--- config.mk ---
export PLATFORM = sky130hd
export DESIGN_NAME = sd_block_io
export DESIGN_NICKNAME = d
export VERILOG_FILES = /design/src/rtl/sd_pkg.sv /design/src/rtl/sd_spi_byte.sv /design/src/rtl/sd_block_io.sv
export SDC_FILE = /design/constraint.sdc
export NUM_CORES = 1
export LEC_CHECK = 0
export CAP_MARGIN = 20
export CORE_AREA = 2 2 109 111
export DETAILED_ROUTE_END_ITERATION = 10
export DIE_AREA = 0 0 111 113
export HOLD_SLACK_MARGIN = 0.1
export PLACE_DENSITY = 0.79
export SETUP_SLACK_MARGIN = 0.3
export SLEW_MARGIN = 20
export SYNTH_ARGS = -nofsm -noshare
export SYNTH_HDL_FRONTEND = slang
export SYNTH_SLANG_ARGS = --single-unit
--- constraint.sdc ---
create_clock -name clk -period 8.63 [get_ports clk]
set_input_delay 2.589 -clock clk [delete_from_list [all_inputs] [get_ports clk]]
set_output_delay 2.589 -clock clk [all_outputs]
set_load 0.1 [all_outputs]
--- src/rtl/sd_pkg.sv ---
// Shared constants, state encoding and helpers for the SD card SPI block-transfer engine.
// The card is assumed initialized and block-addressed; only CMD17/CMD24 are issued.
package sd_pkg;

    localparam logic [7:0] CMD_READ     = 8'h51;  // CMD17, READ_SINGLE_BLOCK
    localparam logic [7:0] CMD_WRITE    = 8'h58;  // CMD24, WRITE_BLOCK
    localparam logic [7:0] TOKEN_START  = 8'hFE;
    localparam logic [7:0] IDLE_BYTE    = 8'hFF;
    localparam logic [7:0] R1_OK        = 8'h00;
    localparam logic [7:0] DRESP_MASK   = 8'h1F;
    localparam logic [7:0] DRESP_ACCEPT = 8'h05;

    localparam int unsigned CMD_LEN     = 6;
    localparam int unsigned RESP_MAX    = 8;
    localparam int unsigned POLL_MAX    = 65535;
    localparam int unsigned BLOCK_BYTES = 512;

    typedef enum logic [3:0] {
        IDLE,
        CMD,
        RESP,
        RD_TOKEN,
        RD_DATA,
        RD_CRC,
        WR_TOKEN,
        WR_DATA,
        WR_CRC,
        WR_RESP,
        WR_BUSY,
        FINISH
    } sd_state_e;

    // All controller state kept in one record so the FSM can be written as cur -> nxt.
    typedef struct packed {
        sd_state_e   state;
        logic        busy;
        logic        error;
        logic        cs_n;
        logic        is_write;
        logic        in_flight;
        logic [22:0] blk;
        logic [9:0]  byte_cnt;
        logic [15:0] poll_cnt;
        logic [8:0]  buf_addr;
        logic [7:0]  buf_wdata;
        logic        buf_we;
    } ctrl_t;

    function automatic ctrl_t ctrl_reset();
        ctrl_t r;
        r           = '0;
        r.state     = IDLE;
        r.cs_n      = 1'b1;
        return r;
    endfunction

    // Byte idx of the six-byte command frame: opcode, 32-bit block argument, dummy CRC.
    function automatic logic [7:0] cmd_byte(input logic [2:0] idx,
                                            input logic       is_write,
                                            input logic [22:0] blk);
        logic [31:0] arg;
        arg = {9'b0, blk};
        case (idx)
            3'd0:    return is_write ? CMD_WRITE : CMD_READ;
            3'd1:    return arg[31:24];
            3'd2:    return arg[23:16];
            3'd3:    return arg[15:8];
            3'd4:    return arg[7:0];
            default: return IDLE_BYTE;
        endcase
    endfunction

endpackage

--- src/rtl/sd_spi_byte.sv ---
// Full-duplex SPI mode-0 byte shifter: MSB first, SCLK half-period of CLK_DIV clk cycles.
// done pulses for one cycle after the eighth falling edge; rx_byte is valid from then on.
module sd_spi_byte #(
    parameter int CLK_DIV = 4
) (
    input  logic       clk,
    input  logic       rst,
    input  logic       start,
    input  logic [7:0] tx_byte,
    output logic [7:0] rx_byte,
    output logic       done,
    output logic       sd_sclk,
    output logic       sd_mosi,
    input  logic       sd_miso
);

    logic       active;
    logic [7:0] div_cnt;
    logic [2:0] bit_cnt;
    logic [7:0] tx_sr;
    logic [7:0] rx_sr;

    // NOTE: every register here uses <= so all updates see pre-edge values, whatever the order.
    always_ff @(posedge clk or posedge rst) begin
        if (rst) begin
            active  <= 1'b0;
            div_cnt <= '0;
            bit_cnt <= '0;
            tx_sr   <= '0;
            rx_sr   <= '0;
            done    <= 1'b0;
            sd_sclk <= 1'b0;
            sd_mosi <= 1'b1;
        end else begin
            done <= 1'b0;
            if (!active) begin
                if (start) begin
                    // First bit must be on the line before the first rising edge.
                    active  <= 1'b1;
                    div_cnt <= '0;
                    bit_cnt <= '0;
                    sd_mosi <= tx_byte[7];
                    tx_sr   <= {tx_byte[6:0], 1'b0};
                end
            end else if (div_cnt == 8'(CLK_DIV - 1)) begin
                div_cnt <= '0;
                if (!sd_sclk) begin
                    sd_sclk <= 1'b1;
                    rx_sr   <= {rx_sr[6:0], sd_miso};
                end else begin
                    sd_sclk <= 1'b0;
                    if (bit_cnt == 3'd7) begin
                        active  <= 1'b0;
                        done    <= 1'b1;
                        sd_mosi <= 1'b1;
                    end else begin
                        bit_cnt <= bit_cnt + 3'd1;
                        sd_mosi <= tx_sr[7];
                        tx_sr   <= {tx_sr[6:0], 1'b0};
                    end
                end
            end else begin
                div_cnt <= div_cnt + 8'd1;
            end
        end
    end

    assign rx_byte = rx_sr;

endmodule

--- src/rtl/sd_block_io.sv ---
// Single-block SD read/write over SPI between the card and a 512-byte sector buffer.
// One byte is in flight at a time; the FSM decides what to send next when it completes.
module sd_block_io
    import sd_pkg::*;
#(
    parameter int          CLK_DIV    = 4,
    parameter int unsigned POLL_LIMIT = POLL_MAX
) (
    input  logic        clk,
    input  logic        rst,
    input  logic        read_spi,
    input  logic        write_spi,
    input  logic [22:0] block,
    output logic        busy,
    output logic        error,
    output logic [8:0]  buf_addr,
    output logic [7:0]  buf_wdata,
    output logic        buf_we,
    input  logic [7:0]  buf_rdata,
    output logic        sd_cs,
    output logic        sd_sclk,
    output logic        sd_mosi,
    input  logic        sd_miso
);

    ctrl_t      cur;
    ctrl_t      nxt;
    logic       spi_start;
    logic [7:0] spi_tx;
    logic [7:0] spi_rx;
    logic       spi_done;

    sd_spi_byte #(
        .CLK_DIV (CLK_DIV)
    ) u_spi (
        .clk     (clk),
        .rst     (rst),
        .start   (spi_start),
        .tx_byte (spi_tx),
        .rx_byte (spi_rx),
        .done    (spi_done),
        .sd_sclk (sd_sclk),
        .sd_mosi (sd_mosi),
        .sd_miso (sd_miso)
    );

    always_ff @(posedge clk or posedge rst) begin
        if (rst) cur <= ctrl_reset();
        else     cur <= nxt;
    end

    // NOTE: nxt and the SPI controls get defaults first so no path through the case leaves a latch.
    always_comb begin
        nxt        = cur;
        nxt.buf_we = 1'b0;
        spi_start  = 1'b0;
        spi_tx     = IDLE_BYTE;

        if (cur.state != IDLE && !cur.in_flight) begin
            spi_start     = 1'b1;
            nxt.in_flight = 1'b1;
        end
        if (spi_done) nxt.in_flight = 1'b0;

        unique case (cur.state)
            IDLE: begin
                if (read_spi || write_spi) begin
                    nxt.state    = CMD;
                    nxt.busy     = 1'b1;
                    nxt.error    = 1'b0;
                    nxt.cs_n     = 1'b0;
                    nxt.is_write = write_spi;
                    nxt.blk      = block;
                    nxt.byte_cnt = '0;
                    nxt.poll_cnt = '0;
                    nxt.buf_addr = '0;
                end
            end

            CMD: begin
                spi_tx = cmd_byte(cur.byte_cnt[2:0], cur.is_write, cur.blk);
                if (spi_done) begin
                    if (cur.byte_cnt == 10'(CMD_LEN - 1)) begin
                        nxt.state    = RESP;
                        nxt.byte_cnt = '0;
                        nxt.poll_cnt = '0;
                    end else begin
                        nxt.byte_cnt = cur.byte_cnt + 10'd1;
                    end
                end
            end

            RESP: begin
                if (spi_done) begin
                    if (spi_rx == R1_OK) begin
                        nxt.state    = cur.is_write ? WR_TOKEN : RD_TOKEN;
                        nxt.poll_cnt = '0;
                        nxt.byte_cnt = '0;
                    end else if (spi_rx != IDLE_BYTE || cur.poll_cnt == 16'(RESP_MAX - 1)) begin
                        nxt.state = FINISH;
                        nxt.error = 1'b1;
                    end else begin
                        nxt.poll_cnt = cur.poll_cnt + 16'd1;
                    end
                end
            end

            RD_TOKEN: begin
                if (spi_done) begin
                    if (spi_rx == TOKEN_START) begin
                        nxt.state    = RD_DATA;
                        nxt.byte_cnt = '0;
                    end else if (spi_rx != IDLE_BYTE || cur.poll_cnt == 16'(POLL_LIMIT - 1)) begin
                        nxt.state = FINISH;
                        nxt.error = 1'b1;
                    end else begin
                        nxt.poll_cnt = cur.poll_cnt + 16'd1;
                    end
                end
            end

            RD_DATA: begin
                if (spi_done) begin
                    nxt.buf_we    = 1'b1;
                    nxt.buf_addr  = cur.byte_cnt[8:0];
                    nxt.buf_wdata = spi_rx;
                    if (cur.byte_cnt == 10'(BLOCK_BYTES - 1)) begin
                        nxt.state    = RD_CRC;
                        nxt.byte_cnt = '0;
                    end else begin
                        nxt.byte_cnt = cur.byte_cnt + 10'd1;
                    end
                end
            end

            RD_CRC: begin
                if (spi_done) begin
                    if (cur.byte_cnt == 10'd1) nxt.state = FINISH;
                    else                       nxt.byte_cnt = cur.byte_cnt + 10'd1;
                end
            end

            WR_TOKEN: begin
                spi_tx = (cur.byte_cnt == 10'd0) ? IDLE_BYTE : TOKEN_START;
                if (spi_done) begin
                    if (cur.byte_cnt == 10'd1) begin
                        nxt.state    = WR_DATA;
                        nxt.byte_cnt = '0;
                    end else begin
                        nxt.byte_cnt = cur.byte_cnt + 10'd1;
                    end
                end
            end

            WR_DATA: begin
                // buf_addr already points at this byte; step it to prefetch the next one.
                spi_tx = buf_rdata;
                if (spi_start && cur.byte_cnt != 10'(BLOCK_BYTES - 1))
                    nxt.buf_addr = cur.byte_cnt[8:0] + 9'd1;
                if (spi_done) begin
                    if (cur.byte_cnt == 10'(BLOCK_BYTES - 1)) begin
                        nxt.state    = WR_CRC;
                        nxt.byte_cnt = '0;
                    end else begin
                        nxt.byte_cnt = cur.byte_cnt + 10'd1;
                    end
                end
            end

            WR_CRC: begin
                if (spi_done) begin
                    if (cur.byte_cnt == 10'd1) nxt.state = WR_RESP;
                    else                       nxt.byte_cnt = cur.byte_cnt + 10'd1;
                end
            end

            WR_RESP: begin
                if (spi_done) begin
                    if ((spi_rx & DRESP_MASK) == DRESP_ACCEPT) begin
                        nxt.state    = WR_BUSY;
                        nxt.poll_cnt = '0;
                    end else begin
                        nxt.state = FINISH;
                        nxt.error = 1'b1;
                    end
                end
            end

            WR_BUSY: begin
                if (spi_done) begin
                    if (spi_rx == IDLE_BYTE) begin
                        nxt.state = FINISH;
                    end else if (cur.poll_cnt == 16'(POLL_LIMIT - 1)) begin
                        nxt.state = FINISH;
                        nxt.error = 1'b1;
                    end else begin
                        nxt.poll_cnt = cur.poll_cnt + 16'd1;
                    end
                end
            end

            FINISH: begin
                if (spi_done) begin
                    nxt.state = IDLE;
                    nxt.busy  = 1'b0;
                end
            end

            default: nxt.state = IDLE;
        endcase

        // The trailing 0xFF byte is clocked with the card deselected.
        if (nxt.state == FINISH) nxt.cs_n = 1'b1;
    end

    assign busy      = cur.busy;
    assign error     = cur.error;
    assign sd_cs     = cur.cs_n;
    assign buf_addr  = cur.buf_addr;
    assign buf_wdata = cur.buf_wdata;
    assign buf_we    = cur.buf_we;

endmodule

; ---- Word level (Yosys, flattened, before mapping)
; Index checks and enable logic that the tools add are counted.
[op_classes]
addsub = 5
eq_ne = 58
mux = 106
n_bitwise = 1
reduce_logical = 34
[op_table]
columns = operator, count
row1 = two-way mux 16 bit, 10
row2 = one-hot mux 16 bit (6 select lines), 1
row3 = two-way mux 4 bit, 23
row4 = two-way mux 10 bit, 9
row5 = two-way mux 26 bit, 3
row6 = two-way mux 8 bit, 9
row7 = one-hot mux 10 bit (7 select lines), 1
row8 = one-hot mux 4 bit (12 select lines), 1
row9 = one-hot mux 8 bit (5 select lines), 1
row10 = inequality test 2 bit (second input constant), 18
row11 = two-way mux 35 bit, 1
row12 = two-way mux 1 bit, 33
row13 = one-hot mux 9 bit (3 select lines), 1
row14 = one-hot mux 8 bit (3 select lines), 1
row15 = inequality test 2 x 1 -> 1 bit (second input constant), 11
row16 = equality test 4 bit (second input constant), 5
row17 = two-way mux 18 bit, 1
row18 = two-way mux 3 bit, 6
row19 = adder 16 x 1 -> 16 bit (second input constant), 1
row20 = equality test 16 bit (second input constant), 1
row21 = equality test 16 x 3 -> 1 bit (second input constant), 1
row22 = equality test 4 x 3 -> 1 bit (second input constant), 4
row23 = equality test 8 bit (second input constant), 2
row24 = AND reduction 14 bit, 1
row25 = 42 further kinds, 59
[totals]
reg_bits = 107
input_bits = 36
output_inout_bits = 23
word_cells = 224

; ---- Logic depth before layout (Yosys ltp)
[depth]
word_depth = 9
ltp_mapped = 11
ltp_nobuf = 8

; ---- Modules after synthesis
; A second synthesis with hierarchy kept.
[unflattened]
cells_unflattened = 660
hier_area_um2 = 6312.3
[modules_own_cells]
columns = module, n_inst, cells_each, area_each_um2
row1 = sd_block_io, 1, 544, 4895.9
row2 = sd_spi_byte, 1, 116, 1416.4

; ---- Worst setup path before layout
; No wires, ideal clock.
[synth_timing]
path_kind = input-to-reg
start = input write_spi
end = register cur[21] in the netlist's numbering
arrival_time_ns = 3.709
slack_ns = 4.829
cell_stages = 6
n_path_buf = 1
cell_sequence = nor2_1 a21oi_1 o31ai_1 or3_4 buf_6 o31ai_2
[synth_between]
elab_chain_len = 3
[synth_lines]
columns = element, line
row1 = "start, declared", sd_block_io.sv:12  ; input logic write_spi,
row2 = logical OR 1 bit, sd_block_io.sv:67  ; if (read_spi || write_spi) begin
row3 = inequality test 2 bit (no source line), -
row4 = AND reduction 14 bit (no source line), -
row5 = "end signal, assigned", sd_block_io.sv:48  ; if (rst) cur <= ctrl_reset();
row6 = "end signal, assigned", sd_block_io.sv:49  ; else cur <= nxt;
row7 = "end, declared", sd_block_io.sv:26  ; ctrl_t cur;
; No other way between the ends.
; A chain may end at the register's enable or synchronous reset.

; ---- Final worst setup path
[layout_timing]
start = register cur, in the netlist sd_cs
end = output sd_cs
[layout_lines]
columns = element, line
row1 = "end, declared", sd_block_io.sv:20  ; output logic sd_cs,
; No word-level cell between the ends.

==> results_dict.tcl <==
set metrics [dict create \
    p_seq_frac 0.520 \
    cp_slowest_cell "clkdlybuf4s50_1" \
    drcViolationCount 0 \
    fin_crit_ns 4.65 \
    irDropWorstVdd_v 0.000146 \
    pwr-share-comb 0.032 \
    syn_inst 671 \
    fin_crit_sh 0.539 \
    first_iter_violations 462 \
    maxClockFrequency_mhz 215 \
    crit_chain "clkdlybuf4s50_1" \
    outcome "complete, no violations" \
    max_slew_margin 0.280 \
    via_per_inst 6.25 \
    clockRootBuffer "clkbuf_16" \
    antenna_found_initial 0 \
    synth-edff-count 0 \
    synth.area.top_cells "dfrtp_1 (42%), nand2_1 (5.1%), mux2_2 (4.2%)" \
    num_rows 39 \
    fp.dieH_um 113 \
    cp_top_family "buffers and inverters" \
    p_sw_frac 0.226 \
    clockBufferDepth 2 \
    syn_avg_cell_area_um2 9.20 \
    die_area_um2 12500 \
    max_stage_delay_ns 1.16 \
    worstSetupPathType "reg2out" \
    design_area_um2 6980 \
    ys.flop_type "dfrtp_1" \
    worstSkewPairLatency_ns 0.36 \
    area_growth_pct 13.0 \
    cts_hold_buf 0 \
    cts.repair.resized 0 \
    antenna_cells 0 \
    synth_cell_type_count 76 \
    intPower_mw 0.745 \
    portBuffers 58 \
    yosysSeqAreaShare 0.430 \
    antenna_left 0 \
    wl_per_cell_um 17.4 \
    worstPathRequired_ns 6.04 \
    grt_pass1_wl_um 24400 \
    first_pass_iters 6 \
    setup_viol 0 \
    numCtsBuffers 9 \
    grt-ovfl-total 0 \
    place_area_um2 6650 \
    wl_um 14500 \
    grt_setup_unrepaired "no" \
    cts.sinks 106 \
    track_usage 0.239 \
    hpwl_um 10200 \
    io_pins 59 \
    fin_setup_tns_ns 0 \
    fin_skew_ns 0.00660 \
    synth_top_area_cell "dfrtp_1" \
    cts_setup_buffers 0 \
    hold_viol 0 \
    grt_start_max_net_pins 87 \
    tightest_slew_ns 1.07 \
    cap_violations 0 \
    ys_seq_elements 106 \
    worst-path-buf-inv 1 \
    clock_power_share 0.448 \
    end_kind "output port" \
    coreArea_um2 11300 \
    fin_nets 732 \
    p_leak_nw 2.83 \
    htree_levels 3 \
    yosysWarnings 0 \
    cts_tree "done" \
    synth_nets 717 \
    start_util 0.548 \
    die_w_um 111 \
    cts.clk_slew.worst_paths_ns 0.08 \
    crit_arrival_ns 2.06 \
    crit_path_max_fanout 2 \
    drive_gt1_frac 0.0970 \
    switching_power_mw 0.218 \
    synth_top_area_frac 0.422 \
    startpoint_type "flip-flop" \
    grt_pass1_vias 5005 \
    synthArstFlopShare 1.00 \
    gp_congestion 0.912 \
    powerDensity_nw_per_um2 138 \
    drv_slew 0 \
    vias 5216 \
    min_path_type "reg2reg" \
    netlist_area_um2 6170 \
]
==> path summary, 6_finish.rpt <==
path                                     to           from  slack [ns]  cells after the start
setup / recovery                      sd_cs          sd_cs        3.98                      1
min in group asynchronous  u_spi.div_cnt[5]            rst        2.52                      2
hold reg to reg               u_spi.sd_mosi  u_spi.sd_mosi        0.47                      2
setup reg to reg             u_spi.tx_sr[3]        cur[72]        5.51                      6
hold / removal                u_spi.sd_mosi  u_spi.sd_mosi        0.47                      2
max in group asynchronous           cur[50]            rst        5.08                      3
==> power by group through the flow <==
| stage | sequential [mW] | clock (mW) | combinational (mW) |
|---|---|---|---|
| 6_report | 0.501 | 0.432 | 0.0308 |
| 5_1_grt | 0.501 | 0.460 | 0.0341 |
| 4_1_cts | 0.501 | 0.439 | 0.0315 |
| 3_5_place_dp | 0.510 | 0 | 0.0314 |
| 3_3_place_gp | 0.510 | 0 | 0.0308 |
| 2_1_floorplan | 0.510 | 0 | 0.0104 |
==> worst reg2reg max path: stages (launching register included) <==
cell and delay [ns]:
dfrtp_1 0.78, nor4_1 1.07, nor3_1 0.17, a31oi_1 0.30, a21o_1 0.46, nand2_1 0.13
o21ai_1 0.12
==> kinds of logic after synthesis <==
group | count (synthesis) | synth area share
flops | 106 | 0.430
mux | 32 | 0.0582
buf+inv | 75 | 0.0604
xor+xnor | 4 | 0.00568
simple gates | 259 | 0.218
compound gates | 185 | 0.207
fa+ha+maj | 10 | 0.0203
==> synthesized netlist by cell type (8+ instances only) <==
cell type,instances
a21oi_1,32
ha_1,10
nor3_1,18
nand3_1,20
nor2b_1,14
o21ai_0,31
o31ai_2,8
o31ai_1,19
nor2_1,45
inv_1,17
clkbuf_1,22
mux2_1,8
nand2b_1,12
and3_1,10
mux2_2,23
buf_2,16
nand2_1,84
nand4_1,13
o22ai_1,10
dfrtp_1,104
buf_4,17
nor4_1,9
o211ai_1,9
o21ai_1,22
==> routing by layer <==
layer / global-route usage / vias up / part of all wire
li1: - / 2485 / -
met1: 0.308 / 2560 / 0.43
met2: 0.400 / 146 / 0.50
met3: 0.0525 / 25 / 0.050
met4: 0.0833 / 0 / 0.019
met5: 0 / - / 0
==> sequential cells by signal, indices dropped and copies added, names as in the netlist, 3 cells and up <==
name           flops
buf_addr           9
buf_wdata          8
cur               55
u_spi.bit_cnt      3
u_spi.div_cnt      8
u_spi.rx_byte      8
u_spi.tx_sr        7
==> area by class of cell <==
cell class | instances | area (um2)
clock buffer | 9 | 225
clock inverter | 7 | 85.1
fill | 943 | 4300
inverter | 18 | 70.1
multi-input combinational | 490 | 3150
sequential | 106 | 2660
tap | 143 | 179
timing repair buffer | 61 | 607
==> stage by stage <==
stage / utilization / instances / hold slack, ns / power (mW) / setup WS, ns
after floorplan: - / 671 / 0.447 / 0.520 / 3.26
after global placement: 0.590 / 818 / 0.454 / 0.541 / 4.00
after detailed placement: 0.590 / 818 / 0.458 / 0.542 / 3.99
after CTS: 0.618 / 834 / 0.476 / 0.971 / 3.98
after global routing: 0.619 / 834 / 0.496 / 0.995 / 3.96
final: 0.619 / 834 / 0.471 / 0.963 / 3.98
==> placed cells by master, fill, tap and decap left out, types with 4 or more instances in the layout <==
master / count
nor4_1: 9
nand4_1: 13
a22o_1: 6
and3_1: 10
and4_1: 6
a21oi_1: 32
nor3_1: 18
inv_1: 16
nor2_1: 45
a31oi_1: 6
a211oi_1: 4
nand2_1: 84
o31ai_2: 8
ha_1: 10
o21ai_0: 31
clkbuf_16: 9
dfrtp_1: 104
mux2_1: 8
a32oi_1: 4
o211ai_1: 9
nor2b_1: 13
mux2_2: 23
nand3_1: 20
clkdlybuf4s50_1: 58
or3_1: 4
o31ai_1: 19
o22ai_1: 10
a41oi_1: 4
nand2b_1: 12
o21ai_1: 22
Note: power is estimated with default switching activity, not from simulation.
==> RTL change (config.mk and constraints unchanged) <==
Reset style: synchronous (`rst`), changed in 2 clocked blocks.
--- a/src/rtl/sd_spi_byte.sv
+++ b/src/rtl/sd_spi_byte.sv
@@ -23,3 +23,3 @@
     // NOTE: every register here uses <= so all updates see pre-edge values, whatever the order.
-    always_ff @(posedge clk or posedge rst) begin
+    always_ff @(posedge clk) begin
         if (rst) begin
--- a/src/rtl/sd_block_io.sv
+++ b/src/rtl/sd_block_io.sv
@@ -46,3 +46,3 @@
 
-    always_ff @(posedge clk or posedge rst) begin
+    always_ff @(posedge clk) begin
         if (rst) cur <= ctrl_reset();
Check against the original RTL: differs if rst is asserted again (counterexample within 4 cycles, from zero or initial values and one cycle with rst high); with rst held inactive, the same outputs for 10 cycles.
==> RTL change against the unedited design <==
Clock skew grew 0.0013 ns. Hold slack lost 0.014 ns. Wire length grew 0.20%. Synthesized cell count grew 12%. Area after synthesis shrank 5.0%. First-iteration DRC count grew 15%. Design area shrank 5.4%. Worst setup slack lost 0.31 ns. Count of clock-buffer cells in the layout grew 4. Fmax shrank 6.3%. Sequential cell count is the same. Sequential share of layout area shrank 5.9 points. Critical path type is now input pin to flop. Critical endpoint is now cur[20]$_SDFFE_PP0P_. Largest cell class unchanged. Highest routed layer unchanged.
Power is not compared: it rests on default switching activity, and its combinational part moved more than twofold at a synthesized area within 25%.
==> RTL change: results (changes against the unedited design) <==
| Metric | Value |
|---|---|
| Number of vias after detailed routing | 5635 (+8.0%) |
| First-pass GRT wire length | 24400 µm (+0.11%) |
| Worst slack at placement | 3.34 ns (-0.646 ns) |
| Largest fanout on the critical path | 33 (+31) |
| CP Data Arrival Time | 5.15 ns (+3.09 ns) |
| Number of buffers inserted during clock tree synthesis | 9 (unchanged) |
| Outcome | finished, final reports clean |
| Worst clock skew | 0.00786 ns (+0.00126 ns) |
| Fraction of synthesized cell area in xor and xnor cells | 0.00598 (+0.000300) |
| Share of cells above drive strength 1 | 0.0435 (-0.0534) |
| Number of flip-flops in the largest register | 55 (unchanged) |
| All-Layer GR Usage | 0.233 (-0.00561) |
| Synth Area in Compound Gates | 0.241 (+0.0340) |
| Register area share after synthesis | 0.362 (-0.0682) |
| Post-CTS Setup Inserts | 0 (unchanged) |
| Initial antenna violation count | 0 (unchanged) |
| Synth Warn # | 0 (unchanged) |
| Synth async-reset ratio | 0 (-1.00) |
| Clock latency on the worst-skew pair | 0.35 ns |
| Wire length per cell | 16.1 µm (-7.3%) |
| M1 wire length | 6370 µm (+2.6%) |
| Number of resized instances in the post-cts repair step | 0 (unchanged) |
| Total iterations of the first detailed-routing run | 6 (unchanged) |
| First-iteration detailed-routing DRC count | 531 (+15%) |
| Final RePlAce weighted congestion | 0.989 (+8.4%) |
| Number of inserted diodes | 0 (unchanged) |
| Adder-Cell Fraction of Synth Area | 0.0213 (+0.00107) |
| Slew at the pin closest to its max-slew limit | 0.986 ns (-0.0841 ns) |
| Path class of the lowest-slack min-delay path | flop to flop |
| Synthesized net count | 797 (+11%) |
| Post-CTS clock slew at the launch and capture registers of the worst setup and hold paths | 0.07 ns |
| Maximum number of pins on one net before global-route repair | 84 (-3.4%) |
| Multiplexer share of the synthesized area | 0.0190 (-0.0392) |
| Static leakage power | 2.28 nW |
| Count of cell types in the netlist | 76 (unchanged) |
| Maximum vdd ir drop | 98.2 µV |
| Dominant cells by area after synthesis | sky130_fd_sc_hd__dfxtp_1 36%, sky130_fd_sc_hd__nand2_1 7.6%, sky130_fd_sc_hd__a21oi_1 7.2%, sky130_fd_sc_hd__nor2_1 3.5%, sky130_fd_sc_hd__clkbuf_1 2.8% |
| Root Buffer | sky130_fd_sc_hd__clkbuf_16 |
| Register containing the most flip-flops in the final layout | cur |
| IO buf count | 58 (unchanged) |
| Most common library cells after synthesis | 119 x sky130_fd_sc_hd__nand2_1, 106 x sky130_fd_sc_hd__dfxtp_1, 84 x sky130_fd_sc_hd__a21oi_1 |
| Number of H-tree levels | 3 (unchanged) |
| Amount of wire on met3 after detailed routing | 1040 µm (+44%) |
| Longest Clk Path Bufs | 2 (unchanged) |
| Total length of routed met2 wires | 6810 µm (-6.7%) |
| Via count of the first global-routing pass | 5120 (+2.3%) |
| Hpwl dp | 10100 µm (-0.59%) |
| Top routing layer used | met4 |
## RTL change: worst max-delay path, cell delays in order
cell	delay [ns]
sky130_fd_sc_hd__clkdlybuf4s50_1	0.55
sky130_fd_sc_hd__nor3_1	0.11
sky130_fd_sc_hd__a21oi_1	0.24
sky130_fd_sc_hd__and4_1	0.27
sky130_fd_sc_hd__nand4_4	0.35
sky130_fd_sc_hd__o41ai_4	0.93
sky130_fd_sc_hd__a21oi_1	0.10
## RTL change: logic make-up (layout without fill, tap and decap cells)
kind of cell	count (synthesis)	count (layout)
mux	11	11
buf+inv	84	91
fa+ha+maj	10	10
compound gates	212	212
flops	106	106
simple gates	324	324
xor+xnor	4	4
## RTL change: stage by stage
stage | area, µm² | hold slack, ns | utilization | total power [mW] | std cells
floorplan | 5860 | 0.427 | - | 0.660 | 751
global placement | 6290 | 0.438 | 0.558 | 0.700 | 885
detailed placement | 6290 | 0.443 | 0.558 | 0.704 | 885
CTS | 6600 | 0.456 | 0.585 | 1.12 | 901
global route | 6600 | 0.474 | 0.585 | 1.16 | 901
finish | 6600 | 0.457 | 0.585 | 1.12 | 901
## RTL change: power breakdown
group          total, mW  internal, mW  switching [mW]  leakage, nW
Sequential         0.529         0.509          0.0199        0.863
Combinational      0.165        0.0555           0.109         1.27
Clock              0.424         0.242           0.182        0.150
Total               1.12         0.807           0.311         2.28
## RTL change: layout make-up
type,instances,area [µm²]
clock buffers,13,260
clock inverters,3,47.5
fillers,1013,4670
inverters,14,52.6
multi-input cells,561,3340
flip-flops and latches,106,2120
well taps,143,179
repair buffers,61,598
## RTL change: final timing paths
check                              start                          end  slack (ns)  cells past startpoint
max                            write_spi         cur[20]$_SDFFE_PP0P_        3.67                      7
min          u_spi.tx_sr[1]$_SDFFE_PP0P_  u_spi.tx_sr[1]$_SDFFE_PP0P_        0.46                      2
max reg2reg           cur[72]$_SDFF_PP0_     buf_addr[3]$_SDFFE_PP0P_        5.37                      6
min reg2reg  u_spi.tx_sr[1]$_SDFFE_PP0P_  u_spi.tx_sr[1]$_SDFFE_PP0P_        0.46                      2
## RTL change: per-layer routing
| layer | vias up | global-route usage |
|---|---|---|
| li1 | 2759 | - |
| met1 | 2616 | 0.317 |
| met2 | 232 | 0.372 |
| met3 | 28 | 0.0375 |
| met4 | 0 | 0.0942 |
| met5 | - | 0 |
